**src/rtl/serial_adder_ctrl_if.sv**
```systemverilog
// Handshake and operand/result bundle for the bit-serial add/subtract sequencer.
// The master side issues operations; the slave side is the sequencer itself.
interface serial_adder_ctrl_if #(
    parameter int WIDTH = 4
);
    logic             start_i;
    logic             sub_i;
    logic [WIDTH-1:0] a_i;
    logic [WIDTH-1:0] b_i;
    logic             ready_o;
    logic             busy_o;
    logic             valid_o;
    logic [WIDTH-1:0] sum_o;
    logic             carry_o;
    logic             ovf_o;

    modport master (
        output start_i, sub_i, a_i, b_i,
        input  ready_o, busy_o, valid_o, sum_o, carry_o, ovf_o
    );

    modport slave (
        input  start_i, sub_i, a_i, b_i,
        output ready_o, busy_o, valid_o, sum_o, carry_o, ovf_o
    );
endinterface

```
**src/rtl/serial_adder_ctrl.sv**
```systemverilog
// Bit-serial add/subtract sequencer: one shared 1-bit full adder processes a
// WIDTH-bit operation LSB first, one bit per clock, with a start/ready/valid handshake.
module one_bit_full_adder_sv (
    input  logic a_i,
    input  logic b_i,
    input  logic ci_i,
    output logic s_o,
    output logic co_o
);
    assign s_o  = a_i ^ b_i ^ ci_i;
    assign co_o = (a_i & b_i) | (ci_i & (a_i ^ b_i));
endmodule

module serial_adder_ctrl #(
    parameter int WIDTH = 4,
    localparam int CNT_W = $clog2(WIDTH)
) (
    input  logic                clk_i,
    input  logic                rst_n_i,
    serial_adder_ctrl_if.slave  bus
);

    typedef enum logic [1:0] {
        IDLE = 2'd0,
        RUN  = 2'd1,
        DONE = 2'd2
    } state_t;

    localparam logic [CNT_W-1:0] LAST_BIT = CNT_W'(WIDTH - 1);

    state_t           state_q, state_d;
    logic [WIDTH-1:0] a_q, a_d;
    logic [WIDTH-1:0] b_q, b_d;
    logic             cy_q, cy_d;
    logic [CNT_W-1:0] cnt_q, cnt_d;
    logic [WIDTH-1:0] sum_q, sum_d;
    logic             cout_q, cout_d;
    logic             ovf_q, ovf_d;

    logic             fa_s;
    logic             fa_co;

    // The adder sees only registered bits, so its inputs are glitch-free and
    // independent of the operand ports once an operation is accepted.
    one_bit_full_adder_sv u_fa (
        .a_i  (a_q[0]),
        .b_i  (b_q[0]),
        .ci_i (cy_q),
        .s_o  (fa_s),
        .co_o (fa_co)
    );

    always_ff @(posedge clk_i or negedge rst_n_i) begin
        if (!rst_n_i) begin
            state_q <= IDLE;
            a_q     <= '0;
            b_q     <= '0;
            cy_q    <= 1'b0;
            cnt_q   <= '0;
            sum_q   <= '0;
            cout_q  <= 1'b0;
            ovf_q   <= 1'b0;
        end else begin
            state_q <= state_d;
            a_q     <= a_d;
            b_q     <= b_d;
            cy_q    <= cy_d;
            cnt_q   <= cnt_d;
            sum_q   <= sum_d;
            cout_q  <= cout_d;
            ovf_q   <= ovf_d;
        end
    end

    always_comb begin
        state_d = state_q;
        a_d     = a_q;
        b_d     = b_q;
        cy_d    = cy_q;
        cnt_d   = cnt_q;
        sum_d   = sum_q;
        cout_d  = cout_q;
        ovf_d   = ovf_q;

        case (state_q)
            IDLE: begin
                if (bus.start_i) begin
                    // Subtraction is A + ~B + 1: invert B and seed the carry with 1.
                    a_d     = bus.a_i;
                    b_d     = bus.b_i ^ {WIDTH{bus.sub_i}};
                    cy_d    = bus.sub_i;
                    cnt_d   = '0;
                    sum_d   = '0;
                    cout_d  = 1'b0;
                    ovf_d   = 1'b0;
                    state_d = RUN;
                end
            end
            RUN: begin
                a_d   = a_q >> 1;
                b_d   = b_q >> 1;
                sum_d = {fa_s, sum_q[WIDTH-1:1]};
                cy_d  = fa_co;
                cnt_d = cnt_q + CNT_W'(1);
                if (cnt_q == LAST_BIT) begin
                    // Signed overflow: carry into the MSB differs from carry out of it.
                    cout_d  = fa_co;
                    ovf_d   = cy_q ^ fa_co;
                    state_d = DONE;
                end
            end
            DONE: begin
                state_d = IDLE;
            end
            default: begin
                state_d = IDLE;
            end
        endcase
    end

    assign bus.ready_o = (state_q == IDLE);
    assign bus.busy_o  = (state_q == RUN);
    assign bus.valid_o = (state_q == DONE);
    assign bus.sum_o   = sum_q;
    assign bus.carry_o = cout_q;
    assign bus.ovf_o   = ovf_q;

endmodule

```
**src/flat_wrapper.sv**
```systemverilog
// flat-port wrapper written by rule: the top's interface ports become plain ports
module serial_adder_ctrl_flat 
#(
    parameter int WIDTH = 4,
    localparam int CNT_W = $clog2(WIDTH)
)
  (clk_i, rst_n_i, bus_start_i, bus_sub_i, bus_a_i, bus_b_i, bus_ready_o, bus_busy_o, bus_valid_o, bus_sum_o, bus_carry_o, bus_ovf_o);
  serial_adder_ctrl_if #(.WIDTH(WIDTH)) bus_i ();
  input  logic clk_i;
  input  logic rst_n_i;
  input wire logic [$bits(bus_i.start_i)-1:0] bus_start_i;
  input wire logic [$bits(bus_i.sub_i)-1:0] bus_sub_i;
  input wire logic [$bits(bus_i.a_i)-1:0] bus_a_i;
  input wire logic [$bits(bus_i.b_i)-1:0] bus_b_i;
  output wire logic [$bits(bus_i.ready_o)-1:0] bus_ready_o;
  output wire logic [$bits(bus_i.busy_o)-1:0] bus_busy_o;
  output wire logic [$bits(bus_i.valid_o)-1:0] bus_valid_o;
  output wire logic [$bits(bus_i.sum_o)-1:0] bus_sum_o;
  output wire logic [$bits(bus_i.carry_o)-1:0] bus_carry_o;
  output wire logic [$bits(bus_i.ovf_o)-1:0] bus_ovf_o;
  assign bus_i.start_i = bus_start_i;
  assign bus_i.sub_i = bus_sub_i;
  assign bus_i.a_i = bus_a_i;
  assign bus_i.b_i = bus_b_i;
  assign bus_ready_o = bus_i.ready_o;
  assign bus_busy_o = bus_i.busy_o;
  assign bus_valid_o = bus_i.valid_o;
  assign bus_sum_o = bus_i.sum_o;
  assign bus_carry_o = bus_i.carry_o;
  assign bus_ovf_o = bus_i.ovf_o;
  serial_adder_ctrl #(.WIDTH(WIDTH)) u_core (.clk_i(clk_i), .rst_n_i(rst_n_i), .bus(bus_i));
endmodule
```
**config.mk**
```make
export PLATFORM = sky130hd
export DESIGN_NAME = serial_adder_ctrl_flat
export DESIGN_NICKNAME = d
export VERILOG_FILES = /design/src/rtl/serial_adder_ctrl_if.sv /design/src/rtl/serial_adder_ctrl.sv /design/src/flat_wrapper.sv
export SDC_FILE = /design/constraint.sdc
export NUM_CORES = 1
export LEC_CHECK = 0
export CAP_MARGIN = 25
export CORE_MARGIN = 2
export CORE_UTILIZATION = 40
export CTS_CLUSTER_DIAMETER = 60
export CTS_CLUSTER_SIZE = 10
export DETAILED_ROUTE_END_ITERATION = 8
export GPL_ROUTABILITY_DRIVEN = 0
export HOLD_SLACK_MARGIN = 0.06
export MAX_ROUTING_LAYER = met4
export PLACE_DENSITY = 0.67
export SYNTH_ARGS = -nofsm -noshare
export SYNTH_HDL_FRONTEND = slang
export SYNTH_HIERARCHICAL = 1
export SYNTH_SLANG_ARGS = --single-unit
export TNS_END_PERCENT = 30
```
**constraint.sdc**
```tcl
create_clock -name clk_i -period 2.1 [get_ports clk_i]
set_clock_uncertainty 0.1 [all_clocks]
set_input_delay 0.42 -clock clk_i [delete_from_list [all_inputs] [get_ports clk_i]]
set_output_delay 0.42 -clock clk_i [all_outputs]
set_load 0.05 [all_outputs]
```
==> results of run 1 <==
==> worst max path at each step <==
stage	from	to	slack (ns)
2_1_floorplan	u_core/state_q[0]	bus_valid_o	0.27
3_3_place_gp	bus_start_i	u_core/bus.ovf_o	0.26
3_5_place_dp	bus_start_i	u_core/b_q[0]	0.21
4_1_cts	u_core/bus.sum_o[2]	bus_sum_o[2]	0.05
5_1_grt	u_core/bus.sum_o[2]	bus_sum_o[2]	0.01
6_report	u_core/bus.sum_o[2]	bus_sum_o[2]	0.07
==> routing by layer <==
layer	GRT usage	share of wire
met1	0.197	0.47
met2	0.241	0.48
met3	0.0175	0.039
met4	0.0526	0.015
met5	-	0
==> cell families after synthesis <==
kind of cell | after synthesis | synth area share
simple gates | 17 | 0.103
xor+xnor | 5 | 0.0486
fa+ha+maj | 2 | 0.0361
flops | 19 | 0.528
buf+inv | 6 | 0.0444
mux | 1 | 0.0125
compound gates | 25 | 0.228
==> stage by stage <==
stage               hold slack, ns  setup slack [ns]  utilization  total power [mW]  instance area [um^2]
floorplan                   0.0244             0.273            -              1.33                   901
global placement             0.366             0.264        0.535              1.66                  1160
detailed placement           0.382             0.211        0.535              1.68                  1160
CTS                          0.352            0.0502        0.547              1.87                  1190
global route                 0.367            0.0140        0.547              1.98                  1190
finish                       0.352            0.0675        0.547              1.86                  1190
==> cells in the final DEF, fill, tap and decap left out, drive strengths merged <==
cell,Yosys,layout
buf,4,7
mux2,1,1
o21ai,5,5
nor2b,4,4
a32o,2,2
and3b,1,1
a221o,3,3
inv,1,1
and2,1,1
a31o,1,1
clkdlybuf4s50,0,17
clkinv,0,1
fa,1,1
o21bai,1,1
clkbuf,1,3
nand2,4,4
a22oi,3,3
nor2,5,5
nor3b,1,1
xor2,1,1
ha,1,1
xnor2,4,4
a21oi,3,3
dfrtp,19,19
or3b,1,1
a22o,7,7
==> flip-flops by register name (all words and copies together), names as in the netlist <==
register            cells
u_core/a_q              4
u_core/b_q              4
u_core/bus.carry_o      1
u_core/bus.ovf_o        1
u_core/bus.sum_o        4
u_core/cnt_q            2
u_core/cy_q             1
u_core/state_q          2
==> power by group <==
part / switching, mW / internal, mW / total, mW
sequential: 0.134 / 0.515 / 0.648
clock: 0.118 / 0.0709 / 0.189
combinational: 0.547 / 0.471 / 1.02
==> area by class of cell <==
| cell class | count | share of cell area |
|---|---|---|
| clock buffers | 3 | 0.0190 |
| clock inverters | 1 | 0.00421 |
| inverters | 1 | 0.00316 |
| multi-input cells | 50 | 0.325 |
| flip-flops and latches | 19 | 0.400 |
| well taps | 28 | 0.0295 |
| repair buffers | 24 | 0.219 |
==> flow_summary.ini, run 1 <==
[sta]
fin_crit_ns = 2.03
setup-tns-final_ns = 0
unrepaired_setup_endpoints_after_global_routing = no
actual_slew_at_the_worst_max_slew_pin_ns = 0.494
max-slew-margin-rel = 0.670
final_max_slew_viol_count = 0
final_hold_viol_count = 0
layout_worst_path_cycle_share = 0.968
max_freq_mhz = 492
timing.final.setup_violations = 0

[logic_synthesis]
yosysTopAreaCellShare = 0.528
mappedNetlistNets = 89
syn_area_per_cell_um2 = 12.0
yosysTopAreaCell = dfrtp_1
most_common_cell_in_the_synthesized_netlist = dfrtp_1
synthTopCellsByArea = dfrtp_1 (53%), a22o_1 (6.8%), xnor2_1 (3.9%)
asyncSetResetFlopFracSynth = 1.00
synthDistinctLibCells = 25
postSynth.topFlopCell = dfrtp_1
synthesis.area_um2 = 901
post_synth_inst_count = 75
number_of_enable_flip_flop_cells_after_synthesis = 0
synth-seq-area-share = 0.528
ys_top_cells_by_count = dfrtp_1 (19), a22o_1 (7), nor2_1 (5), o21ai_0 (5)
yosys_warnings = 6
number_of_synthesized_register_bits = 19

[setup_path]
critical-path-top-delay-family = buffers and inverters
r2r-start = u_core/a_q[0]
crit_path_end_kind = output port
cp_slowest_cell = clkdlybuf4s50_1
crit_chain = clkdlybuf4s50_1
cp.required_ns = 1.58
cp.arrival_ns = 1.51
reg2reg_slack_ns = 0.34
startpoint_type = flip-flop
critPathKind = reg -> out
largest_stage_delay_on_the_critical_path_ns = 0.82
critical_path.reg2reg.endpoint = u_core/bus.ovf_o
cp.depth = 1
crit_fanout = 3
path_buf_inv = 1
count_of_cells_along_the_worst_register_to_register_path = 4

[routing]
route.detailed.drc = 0
post_drt_via_cell_ratio = 5.19
wire_per_inst_um = 13.4
firstDrtPassIters = 4
postRouteWirelength_mm = 1.69
count_of_antenna_violating_nets_left_after_detailed_routing = 0
detailroute.via_count = 654
drt_first_iter_violations = 7

[global_route]
vias_in_the_first_global_route = 647
global_route_wire_length_before_repair_mm = 2.92
globalRoute.totalOverflow = 0
grt_start_max_net_pins = 20
grt_util_all_layers = 0.150
grt_antenna_before_repair = 0

[floorplanning]
fp.coreArea_um2 = 2170
num_rows = 17
initial_core_util = 0.415
die_area_um2 = 2650
floorplan.die.width_um = 51.5
die-height_um = 51.5
io_pins = 21

[finish]
area_growth_from_synthesis_to_final_layout_pct = 31.8
antennaDiodeCount = 0
finalNonFillerCells = 126
area_used_by_multi_input_combinational_logic_um2 = 385
post_route_cells_drive_above_1_share = 0.184
nNetsFinal = 113
seq_area_um2 = 475
fillerInstances = 196

[clock_tree]
tritoncts_num_sinks = 19
cts.reportedPaths.clkPinSlew_ns = 0.11
numCtsBuffers = 3
cts_setup_buffers = 0
cts_hold_repair.buffers = 0
clock_latency_late_sink_ns = 0.30
clock-root-buffer = clkbuf_4
clockBufferDepth = 2
tritoncts = built
htree_levels = 1
cts_resized = 0

[power]
leakage_nw = 0.517
power_per_cell_area_nw_per_um2 = 1560
ir_drop_mv = 0.746

[hold_path]
hold_path_class = in -> async

[run]
timing.max_cap.violations = 0

[outcome]
outcome = finished, final reports clean

[placement]
place.detailed.instances = 122
placement.io_buffers = 20
place_hpwl_mm = 1.24
No activity file was read; power rests on OpenSTA's default activity.
==> inputs of run 2 (changes only) <==
--- a/config.mk
+++ b/config.mk
@@ -7,14 +7,14 @@
 export LEC_CHECK = 0
 export CAP_MARGIN = 25
 export CORE_MARGIN = 2
-export CORE_UTILIZATION = 40
+export CORE_UTILIZATION = 30
 export CTS_CLUSTER_DIAMETER = 60
 export CTS_CLUSTER_SIZE = 10
 export DETAILED_ROUTE_END_ITERATION = 8
 export GPL_ROUTABILITY_DRIVEN = 0
 export HOLD_SLACK_MARGIN = 0.06
 export MAX_ROUTING_LAYER = met4
-export PLACE_DENSITY = 0.67
+export PLACE_DENSITY = 0.54
 export SYNTH_ARGS = -nofsm -noshare
 export SYNTH_HDL_FRONTEND = slang
 export SYNTH_HIERARCHICAL = 1
==> flow_summary.ini, run 2 (same netlist as run 1, synthesis figures left out) <==
[setup_path]
cp.required_ns = 1.58
crit_fanout = 3
count_of_cells_along_the_worst_register_to_register_path = 4
critical_path.reg2reg.endpoint = u_core/bus.ovf_o
largest_stage_delay_on_the_critical_path_ns = 0.82
crit_chain = clkdlybuf4s50_1
reg2reg_slack_ns = 0.36
critical-path-top-delay-family = buffers and inverters
path_buf_inv = 1
cp_slowest_cell = clkdlybuf4s50_1
critPathKind = reg -> out
crit_path_end_kind = output port
r2r-start = u_core/a_q[0]
startpoint_type = flip-flop
cp.arrival_ns = 1.50

[clock_tree]
tritoncts = built
clock_latency_late_sink_ns = 0.29
cts_resized = 0
cts_hold_repair.buffers = 0
htree_levels = 1
clockBufferDepth = 2
clock-root-buffer = clkbuf_4
cts_setup_buffers = 0
tritoncts_num_sinks = 19
cts.reportedPaths.clkPinSlew_ns = 0.10
numCtsBuffers = 3

[finish]
layout.cells.most_common = dfrtp_1
fillerInstances = 278
nNetsFinal = 113
antennaDiodeCount = 0
post_route_cells_drive_above_1_share = 0.173
area_growth_from_synthesis_to_final_layout_pct = 32.1
finalNonFillerCells = 129
final_cell_mix = dfrtp_1 (19), clkdlybuf4s50_1 (17), a22o_1 (7)

[floorplanning]
die-height_um = 58.8
initial_core_util = 0.321
floorplan.die.width_um = 58.8
fp.coreArea_um2 = 2810
num_rows = 19
io_pins = 21
die_area_um2 = 3460

[power]
power_per_cell_area_nw_per_um2 = 1550
internal_power_mw = 1.06
comb_power_share = 0.553
share_clk_of_total_power = 0.096
switching_share = 0.426
ir_drop_mv = 0.487
power.sequential.fraction = 0.351
power.net_switching_uw = 786
leakage_nw = 0.514

[global_route]
global_route_wire_length_before_repair_mm = 2.97
grt_antenna_before_repair = 0
globalRoute.totalOverflow = 0
vias_in_the_first_global_route = 630
grt_util_all_layers = 0.116
grt_start_max_net_pins = 20

[routing]
met3_length_um = 76
wire_per_inst_um = 13.0
drt_first_iter_violations = 38
detail_route.wirelength.met1_um = 834
firstDrtPassIters = 6
post_drt_via_cell_ratio = 5.05
met2_wirelength_um = 733
route.top_layer_used = met4
postRouteWirelength_mm = 1.67
detailroute.via_count = 652
route.detailed.drc = 1
count_of_antenna_violating_nets_left_after_detailed_routing = 0

[sta]
max_freq_mhz = 495
final.setup.worst_slack_ns = 0.0813
unrepaired_setup_endpoints_after_global_routing = no
final_max_slew_viol_count = 0
max-slew-margin-rel = 0.670
setup-tns-final_ns = 0
final_hold_viol_count = 0
layout_worst_path_cycle_share = 0.961
fin_crit_ns = 2.02
actual_slew_at_the_worst_max_slew_pin_ns = 0.494
timing.final.setup_violations = 0

[placement]
placement.io_buffers = 20
post-place-ws_ns = 0.235
place.detailed.instances = 125
place_hpwl_mm = 1.22

[outcome]
violations = DRC
outcome = finished, violations left

[hold_path]
hold_path_class = in -> async

[run]
timing.max_cap.violations = 0
==> run 2: final cells by class <==
class	instances	area (um^2)	share of cell area
Multi-Input combinational cell	50	385	0.324
Clock buffer	4	26.3	0.0221
Inverter	1	3.75	0.00315
Tap cell	31	38.8	0.0326
Sequential cell	19	475	0.400
Timing Repair Buffer	24	260	0.219
==> run 2: worst max-delay path by stage <==
stage / startpoint / end / slack, ns / cells after the start
2_1_floorplan: u_core/state_q[0] / bus_valid_o / 0.27 / 2
3_3_place_gp: bus_start_i / u_core/bus.ovf_o / 0.26 / 4
3_5_place_dp: bus_start_i / u_core/bus.ovf_o / 0.24 / 4
4_1_cts: u_core/bus.sum_o[2] / bus_sum_o[2] / 0.06 / 1
5_1_grt: u_core/bus.ovf_o / bus_ovf_o / 0.009 / 1
6_report: u_core/bus.ovf_o / bus_ovf_o / 0.08 / 1
==> run 2: stage by stage <==
step | total power [mW] | instance area [um^2] | hold slack, ns | utilization
after global routing | 1.97 | 1190 | 0.378 | 0.424
final | 1.85 | 1190 | 0.359 | 0.424
after CTS | 1.87 | 1190 | 0.357 | 0.424
after detailed placement | 1.68 | 1160 | 0.377 | 0.415
after floorplan | 1.33 | 901 | 0.0244 | -
after global placement | 1.67 | 1160 | 0.369 | 0.415
==> run 2: metal layers <==
layer	GRT usage	vias up
met2	0.159	16
met5	-	-
li1	-	319
met1	0.160	315
met3	0.0330	2
met4	0.0487	0
==> run 2: power groups by stage <==
stage	logic [mW]	clock network, mW	registers [mW]
CTS	1.02	0.191	0.650
finish	1.02	0.177	0.648
floorplan	0.549	0	0.781
global route	1.09	0.206	0.677
global placement	1.01	0	0.657
detailed placement	1.02	0	0.656
==> inputs of run 3 (changes only) <==
--- a/config.mk
+++ b/config.mk
@@ -11,10 +11,10 @@
 export CTS_CLUSTER_DIAMETER = 60
 export CTS_CLUSTER_SIZE = 10
 export DETAILED_ROUTE_END_ITERATION = 8
-export GPL_ROUTABILITY_DRIVEN = 0
 export HOLD_SLACK_MARGIN = 0.06
 export MAX_ROUTING_LAYER = met4
 export PLACE_DENSITY = 0.54
+export RECOVER_POWER = 50
 export SYNTH_ARGS = -nofsm -noshare
 export SYNTH_HDL_FRONTEND = slang
 export SYNTH_HIERARCHICAL = 1
==> flow_summary.ini, run 3 (same netlist as run 1, synthesis figures left out) <==
[outcome]
outcome = finished, violations left
violations = DRC

[finish]
finalNonFillerCells = 129
layout.cells.most_common = dfrtp_1
post_route_cells_drive_above_1_share = 0.153
final_cell_mix = dfrtp_1 (19), clkdlybuf4s50_1 (15), a22o_1 (7)
area_growth_from_synthesis_to_final_layout_pct = 30.4
nNetsFinal = 113
finalInstanceArea_um2 = 1170
antennaDiodeCount = 0
final_core_utilization = 0.419
fillerInstances = 279

[routing]
firstDrtPassIters = 6
drt_first_iter_violations = 36
route.detailed.drc = 1
post_drt_via_cell_ratio = 5.05
count_of_antenna_violating_nets_left_after_detailed_routing = 0
detailroute.via_count = 652
postRouteWirelength_mm = 1.68
wire_per_inst_um = 13.0

[global_route]
grt_antenna_before_repair = 0
grt_start_max_net_pins = 20
grt_util_all_layers = 0.116
globalRoute.totalOverflow = 0
vias_in_the_first_global_route = 630
global_route_wire_length_before_repair_mm = 2.97

[power]
power.net_switching_uw = 783
power.sequential.fraction = 0.356
ir_drop_mv = 0.482
leakage_nw = 0.507
comb_power_share = 0.547
share_clk_of_total_power = 0.097
switching_share = 0.429
power_per_cell_area_nw_per_um2 = 1550
internal_power_mw = 1.04

[sta]
hold_slack_ns = 0.399
setup-tns-final_ns = 0
layout_worst_path_cycle_share = 0.961
final_hold_viol_count = 0
max-slew-margin-rel = 0.322
final_max_slew_viol_count = 0
fin_crit_ns = 2.02
max_freq_mhz = 495
actual_slew_at_the_worst_max_slew_pin_ns = 1.02
timing.final.setup_violations = 0
unrepaired_setup_endpoints_after_global_routing = no

[setup_path]
r2r-start = u_core/a_q[0]
reg2reg_slack_ns = 0.35
critPathKind = reg -> out
crit_fanout = 3
crit_path_end_kind = output port
crit_chain = clkdlybuf4s50_1
cp_slowest_cell = clkdlybuf4s50_1
largest_stage_delay_on_the_critical_path_ns = 0.82
cp.arrival_ns = 1.50
cp.required_ns = 1.58
path_buf_inv = 1
startpoint_type = flip-flop
worstSetupStartpoint = u_core/bus.ovf_o
critical-path-top-delay-family = buffers and inverters

[clock_tree]
htree_levels = 1
clockBufferDepth = 2
cts_setup_buffers = 0
numCtsBuffers = 3
tritoncts_num_sinks = 19
clock-root-buffer = clkbuf_4
clock_latency_late_sink_ns = 0.29
tritoncts = built
cts_hold_repair.buffers = 0
cts.reportedPaths.clkPinSlew_ns = 0.10
cts_resized = 0

[run]
timing.max_cap.violations = 0

[placement]
place.detailed.instances = 125
dpl_cell_area_um2 = 1160
place_hpwl_mm = 1.22
placement.io_buffers = 20
weighted_congestion_reported_at_the_end_of_routability_driven_placement = 0.734

[hold_path]
hp-start = u_core/a_q[2]
hold_path_class = reg -> reg

[floorplanning]
fp.coreArea_um2 = 2810
die-height_um = 58.8
io_pins = 21
initial_core_util = 0.321
num_rows = 19
floorplan.die.width_um = 58.8
die_area_um2 = 3460
## run 3: power by group through the flow
stage,clock (mW),sequential (mW),combinational [mW]
3_3_place_gp,0,0.657,1.01
5_1_grt,0.206,0.677,1.06
3_5_place_dp,0,0.656,1.02
2_1_floorplan,0,0.781,0.549
4_1_cts,0.191,0.650,1.02
6_report,0.178,0.649,0.997
## run 3: layer usage
metal	vias to the layer above	track usage	share of wire
met3	2	0.0330	0.045
met1	315	0.160	0.51
met4	0	0.0487	0.016
met5	-	-	0
li1	319	-	-
met2	16	0.159	0.43
## run 3: metrics by stage
| step | power [mW] | setup slack (ns) |
|---|---|---|
| 2_1_floorplan | 1.33 | 0.273 |
| 3_3_place_gp | 1.67 | 0.260 |
| 3_5_place_dp | 1.68 | 0.235 |
| 4_1_cts | 1.87 | 0.0582 |
| 5_1_grt | 1.95 | 0.00885 |
| 6_report | 1.82 | 0.0810 |
## run 3: area by class of cell
type	count	area [um^2]	share of cell area
timing repair buffer	24	253	0.215
multi-input combinational	50	378	0.322
inverter	1	3.75	0.00319
tap	31	38.8	0.0330
sequential	19	475	0.405
clock buffer	4	26.3	0.0224
## run 3: final timing paths
path / depth (start not counted) / to
worst min-delay path: 2 / u_core/a_q[2]
worst min register to register: 2 / u_core/a_q[2]
worst max-delay path: 1 / bus_ovf_o
worst max register to register: 4 / u_core/bus.ovf_o
min in group asynchronous: 2 / u_core/a_q[1]
max in group asynchronous: 2 / u_core/bus.sum_o[1]
